File: config.mk
export PLATFORM = sky130hd
export DESIGN_NAME = ifu_fetch
export DESIGN_NICKNAME = d
export VERILOG_FILES = /design/src/rtl/ifu_fetch.sv
export SDC_FILE = /design/constraint.sdc
export NUM_CORES = 1
export LEC_CHECK = 0
export ABC_CLOCK_PERIOD_IN_PS = 2900
export BUFFER_PORTS_ARGS = -buffer_cell sky130_fd_sc_hd__buf_4
export CAP_MARGIN = 20
export CORE_MARGIN = 4
export CORE_UTILIZATION = 48
export DETAILED_ROUTE_END_ITERATION = 12
export HOLD_SLACK_MARGIN = 0.12
export PLACE_DENSITY = 0.77
export SKIP_LAST_GASP = 1
export SLEW_MARGIN = 20
export SYNTH_ARGS = -nofsm -noshare
export SYNTH_HDL_FRONTEND = slang
export SYNTH_SLANG_ARGS = --single-unit
File: constraint.sdc
create_clock -name clk -period 2.9 [get_ports clk]
set_clock_uncertainty 0.15 [all_clocks]
set_input_delay 0.87 -clock clk [delete_from_list [all_inputs] [get_ports clk]]
set_output_delay 0.87 -clock clk [all_outputs]
set_load 0.05 [all_outputs]
File: src/rtl/ifu_fetch.sv
// Instruction fetch stage: owns the PC, addresses the instruction ROM and
// registers fetched words into IF/ID with a valid/ready handshake to decode.
module ifu_fetch #(
    parameter logic [31:0] RESET_PC  = 32'h0000_3000,
    parameter logic [31:0] HALT_WORD = 32'h0000_000C
) (
    input  logic        clk,
    input  logic        reset_n,
    output logic [9:0]  im_addr,
    input  logic [31:0] im_instr,
    input  logic        id_ready,
    input  logic        redirect,
    input  logic [1:0]  redirect_type,
    input  logic [31:0] br_pc,
    input  logic [25:0] br_imm,
    input  logic [31:0] jr_reg,
    output logic [31:0] pc,
    output logic [31:0] if_instr,
    output logic [31:0] if_pc,
    output logic        if_valid,
    output logic        halted,
    output logic        err_misalign,
    output logic        err_oob
);

    typedef enum logic [1:0] {
        IDLE = 2'd0,
        RUN  = 2'd1,
        HALT = 2'd2
    } state_t;

    localparam logic [1:0] RT_BR   = 2'b00;
    localparam logic [1:0] RT_J    = 2'b01;
    localparam logic [1:0] RT_JR   = 2'b10;
    localparam logic [1:0] RT_RSVD = 2'b11;

    state_t      state_q, state_d;
    logic [31:0] pc_q, pc_d;
    logic [31:0] if_instr_q, if_instr_d;
    logic [31:0] if_pc_q, if_pc_d;
    logic        if_valid_q, if_valid_d;
    logic        err_mis_q, err_mis_d;
    logic        err_oob_q, err_oob_d;

    logic [29:0] pc_off;
    logic        in_window;
    logic        redir_en;
    logic        fire;
    logic [31:0] target;

    // RESET_PC is word aligned, so the low PC bits never borrow into the word offset.
    assign pc_off    = pc_q[31:2] - RESET_PC[31:2];
    assign im_addr   = pc_off[9:0];
    assign in_window = (pc_off[29:10] == 20'd0);

    assign redir_en = redirect && (redirect_type != RT_RSVD) && (state_q != IDLE);
    assign fire     = (state_q == RUN) && (!if_valid_q || id_ready) && !redir_en;

    always_comb begin
        target = {jr_reg[31:2], 2'b00};
        case (redirect_type)
            RT_BR:   target = br_pc + 32'd4 + {{14{br_imm[15]}}, br_imm[15:0], 2'b00};
            RT_J:    target = {br_pc[31:28], br_imm, 2'b00};
            default: ;
        endcase
    end

    always_comb begin
        state_d    = state_q;
        pc_d       = pc_q;
        if_instr_d = if_instr_q;
        if_pc_d    = if_pc_q;
        if_valid_d = if_valid_q;
        err_mis_d  = err_mis_q;
        err_oob_d  = err_oob_q;

        case (state_q)
            IDLE:    state_d = RUN;
            RUN:     if (fire && (im_instr == HALT_WORD)) state_d = HALT;
            HALT:    ;
            default: state_d = IDLE;
        endcase

        // A redirect flushes IF/ID and cancels any halt fetched on the wrong path.
        if (redir_en) begin
            state_d    = RUN;
            pc_d       = target;
            if_valid_d = 1'b0;
            if ((redirect_type == RT_JR) && (jr_reg[1:0] != 2'b00)) err_mis_d = 1'b1;
        end else if (fire) begin
            if_instr_d = im_instr;
            if_pc_d    = pc_q;
            if_valid_d = 1'b1;
            if (im_instr != HALT_WORD) pc_d = pc_q + 32'd4;
            if (!in_window) err_oob_d = 1'b1;
        end else if (if_valid_q && id_ready) begin
            if_valid_d = 1'b0;
        end
    end

    always_ff @(posedge clk or negedge reset_n) begin
        if (!reset_n) begin
            state_q    <= IDLE;
            pc_q       <= RESET_PC;
            if_instr_q <= 32'd0;
            if_pc_q    <= 32'd0;
            if_valid_q <= 1'b0;
            err_mis_q  <= 1'b0;
            err_oob_q  <= 1'b0;
        end else begin
            state_q    <= state_d;
            pc_q       <= pc_d;
            if_instr_q <= if_instr_d;
            if_pc_q    <= if_pc_d;
            if_valid_q <= if_valid_d;
            err_mis_q  <= err_mis_d;
            err_oob_q  <= err_oob_d;
        end
    end

    assign pc           = pc_q;
    assign if_instr     = if_instr_q;
    assign if_pc        = if_pc_q;
    assign if_valid     = if_valid_q;
    assign halted       = (state_q == HALT);
    assign err_misalign = err_mis_q;
    assign err_oob      = err_oob_q;

endmodule

==> results.sh <==
export IMPL_n_fill_cell=1046
export IMPL_syn_nets=905
export IMPL_switching_share=0.421
export IMPL_rows=43
export IMPL_ys_flop_type="dfrtp_1"
export IMPL_hold_viol=0
export IMPL_required_ps=3030
export IMPL_ff2ff_path_depth=8
export IMPL_rr_startpoint="pc[13]"
export IMPL_io_buffers=237
export IMPL_die_area_um2=16500
export IMPL_finalSetupViolCount=19
export IMPL_areaGrowthSynthToFinish_pct=51.7
export IMPL_fin_ws_ps=-340
export IMPL_slowest_delay_ps=330
export IMPL_place_ws_ps=-777
export IMPL_die_h_um=128
export IMPL_cp_max_fo=3
export IMPL_finalInstanceArea_um2=10600
export IMPL_hold_class="input pin to asynchronous set/reset pin"
export IMPL_r2r_end="pc[31]"
export IMPL_timing_fmax_mhz=309
export IMPL_async_flop_share=1.00
export IMPL_crit_arrival_ps=3370
export IMPL_drtIter0Drc=376
export IMPL_finalCriticalPeriod_ps=3240
export IMPL_worst_pin_slew_ps=758
export IMPL_worstSetupPathType="input pin to flip-flop"
export IMPL_root_buffer="clkbuf_16"
export IMPL_switchingPower_w=0.00283
export IMPL_cts_clk_slew_worst_paths_ps=60
export IMPL_endpoint="pc[23]"
export IMPL_io_pins=238
export IMPL_finalNonFillerCells=1237
export IMPL_synth_edf_count=0
export IMPL_power_frac_clock=0.202
export IMPL_slowest_stage="fa_2"
export IMPL_slew_headroom=0.492
export IMPL_cp_num_cells=15
export IMPL_violations="negative setup slack"
export IMPL_cts_max_level=3
export IMPL_cts_tree="done"
export IMPL_final_common_cell="buf_4"
export IMPL_most_common_layout_cells="buf_4 (351), dfrtp_1 (99), mux2_2 (64)"
export IMPL_placed_area_um2=10000
export IMPL_ctsHoldBuffers=0
export IMPL_via_count=6834
export IMPL_cap_violations=0
export IMPL_cpLargestDelayFamily="compound AO/OA/AOI/OAI gates"
export IMPL_ctsLongestPathBuffers=2
export IMPL_syn_area_um2=6960
export IMPL_power_density_nw_per_um2=636
export IMPL_vdd_drop_max_uv=315
export IMPL_status="finished with violations"
export IMPL_initial_core_util=0.496
export IMPL_synth_seq_cells=101
export IMPL_drtPass1Iterations=5
export IMPL_reg2reg_slack_ps=220
export IMPL_drive_gt1_frac=0.479
export IMPL_antenna_found_initial=0
export IMPL_grt_pass1_vias=6785
export IMPL_rsz0062_at_grt="true"
export IMPL_power_w=0.00672
export IMPL_wl_um=22300
export IMPL_synth_area_per_cell_um2=9.69
export IMPL_nNetsFinal=1239
export IMPL_grtUsageTotal=0.263
export IMPL_overflow=0
export IMPL_chipWidth_um=128
export IMPL_grt_pass1_wl_um=34700
export IMPL_cp_end_kind="flip-flop"
export IMPL_netlist_instances=718
export IMPL_clk_latency_ps=340
export IMPL_path_buf_inv=3
export IMPL_p_leak_nw=4.97
export IMPL_combPwrFrac=0.508
export IMPL_drv_slew=0
export IMPL_worst_path_most_repeated_cell="ha_4"
export IMPL_finalWeightedCongestion=0.909
export IMPL_drc=0
export IMPL_path_cells="buf_6, ha_4, ha_4, inv_2, fa_2, nor2b_1, o21a_1, a311o_1, a211oi_2, buf_4, o211a_4, xnor2_2, nand3_1, a311oi_1, a21o_1"
export IMPL_viasPerCell=5.52
export IMPL_dp_hpwl_um=18000
export IMPL_synth_cell_types=63
export IMPL_antennaDiodeCount=0
export IMPL_final_period_utilization=1.12
export IMPL_p_int_w=0.00389
export IMPL_core_area_um2=14000
export IMPL_place_inst=1215
export IMPL_yosysSeqAreaShare=0.363
export IMPL_final_antenna_net_count=0
export IMPL_grt_start_max_net_pins=66
export IMPL_cts_sinks=101
export IMPL_startpoint="br_imm[1]"
export IMPL_numCtsBuffers=9
export IMPL_ys_warnings_count=0
export IMPL_p_seq_frac=0.290
export IMPL_cp_start_kind="input pin"
export IMPL_wl_per_cell_um=18.0
[power by group through the flow]
stage	Combinational [W]	Sequential, W	Clock, W
3_3_place_gp	0.00329	0.00196	0
6_report	0.00341	0.00195	0.00135
5_1_grt	0.00361	0.00199	0.00143
2_1_floorplan	0.00115	0.00292	0
4_1_cts	0.00339	0.00195	0.00138
3_5_place_dp	0.00333	0.00198	0
[area by class of cell]
type	instances	area (µm²)	share of cell area
Tap cell	180	225	0.0213
Clock buffer	12	246	0.0233
Clock inverter	4	95.1	0.00901
Timing Repair Buffer	362	2790	0.264
Inverter	19	73.8	0.00699
Sequential cell	101	2530	0.240
Multi-Input combinational cell	559	4600	0.436
[kinds of logic (layout without fill, tap and decap cells)]
| logic type | count (synthesis) | after routing | synth area share |
|---|---|---|---|
| adder cells (fa/ha/maj) | 59 | 59 | 0.107 |
| XOR/XNOR | 50 | 50 | 0.0629 |
| flip-flops | 101 | 101 | 0.363 |
| AND/OR/NAND/NOR | 205 | 205 | 0.150 |
| multiplexers | 79 | 79 | 0.125 |
| AO/OA/AOI/OAI | 166 | 166 | 0.153 |
| buffers and inverters | 58 | 397 | 0.0383 |
[synth_stat cells, drive strengths merged (10+ instances only)]
| cell type | instances | share of area |
|---|---|---|
| a21o | 15 | 0.016 |
| a21oi | 43 | 0.031 |
| buf | 15 | 0.015 |
| clkbuf | 24 | 0.013 |
| dfrtp | 99 | 0.36 |
| ha | 58 | 0.10 |
| inv | 19 | 0.010 |
| mux2 | 64 | 0.10 |
| mux2i | 15 | 0.022 |
| nand2 | 64 | 0.036 |
| nand3 | 23 | 0.017 |
| nor2 | 41 | 0.024 |
| nor2b | 10 | 0.0090 |
| nor3 | 12 | 0.0086 |
| nor4 | 14 | 0.013 |
| o211ai | 11 | 0.012 |
| o21ai | 49 | 0.035 |
| xnor2 | 29 | 0.036 |
| xor2 | 21 | 0.026 |
[sequential cells by signal (all words and copies together), names as in the netlist]
name and count:
if_instr 32, if_pc 32, pc 32, state_q 2, err_misalign 1, err_oob 1, if_valid 1
[timing repair]
item / 4_1_cts / 5_1_grt
gates resized for setup: 29 / 21
buffers inserted: 5 / 3
pin swaps: 29 / 35
cloned: 0 / 0
endpoints found under the setup margin: 23 / 24
[stage by stage]
stage          hold WS (ps)  setup TNS [ps]  utilization
2_1_floorplan           339           -4350            -
3_3_place_gp            297          -12480        0.712
3_5_place_dp            304          -13350        0.712
4_1_cts                 274           -4470        0.746
5_1_grt                 288           -7050        0.752
6_report                274           -4280        0.752
[worst min-delay path by stage]
stage	from	endpoint	slack, ps
3_3_place_gp	err_oob	err_oob	300
5_1_grt	reset_n	if_pc[15]	290
2_1_floorplan	state_q[1]	state_q[0]	340
4_1_cts	reset_n	if_pc[15]	270
3_5_place_dp	err_oob	err_oob	300
6_report	reset_n	if_pc[15]	270
[per-layer routing]
| layer | up-vias | GRT usage | routed length, µm |
|---|---|---|---|
| li1 | 3288 | - | - |
| met1 | 3244 | 0.357 | 9620 |
| met2 | 279 | 0.453 | 10700 |
| met3 | 23 | 0.0403 | 1710 |
| met4 | 0 | 0.0468 | 267 |
| met5 | - | 0 | 0 |
[worst reg2reg max path, stage by stage, from the launching register on]
cell and delay, ps:
dfstp_2 600, nand3_1 130, or4_4 470, or3_4 450, nor2_8 180, nand2_4 60, o31a_1 340, o21ai_0 90
nand3_1 90
Power figures use the tool's default switching activity.
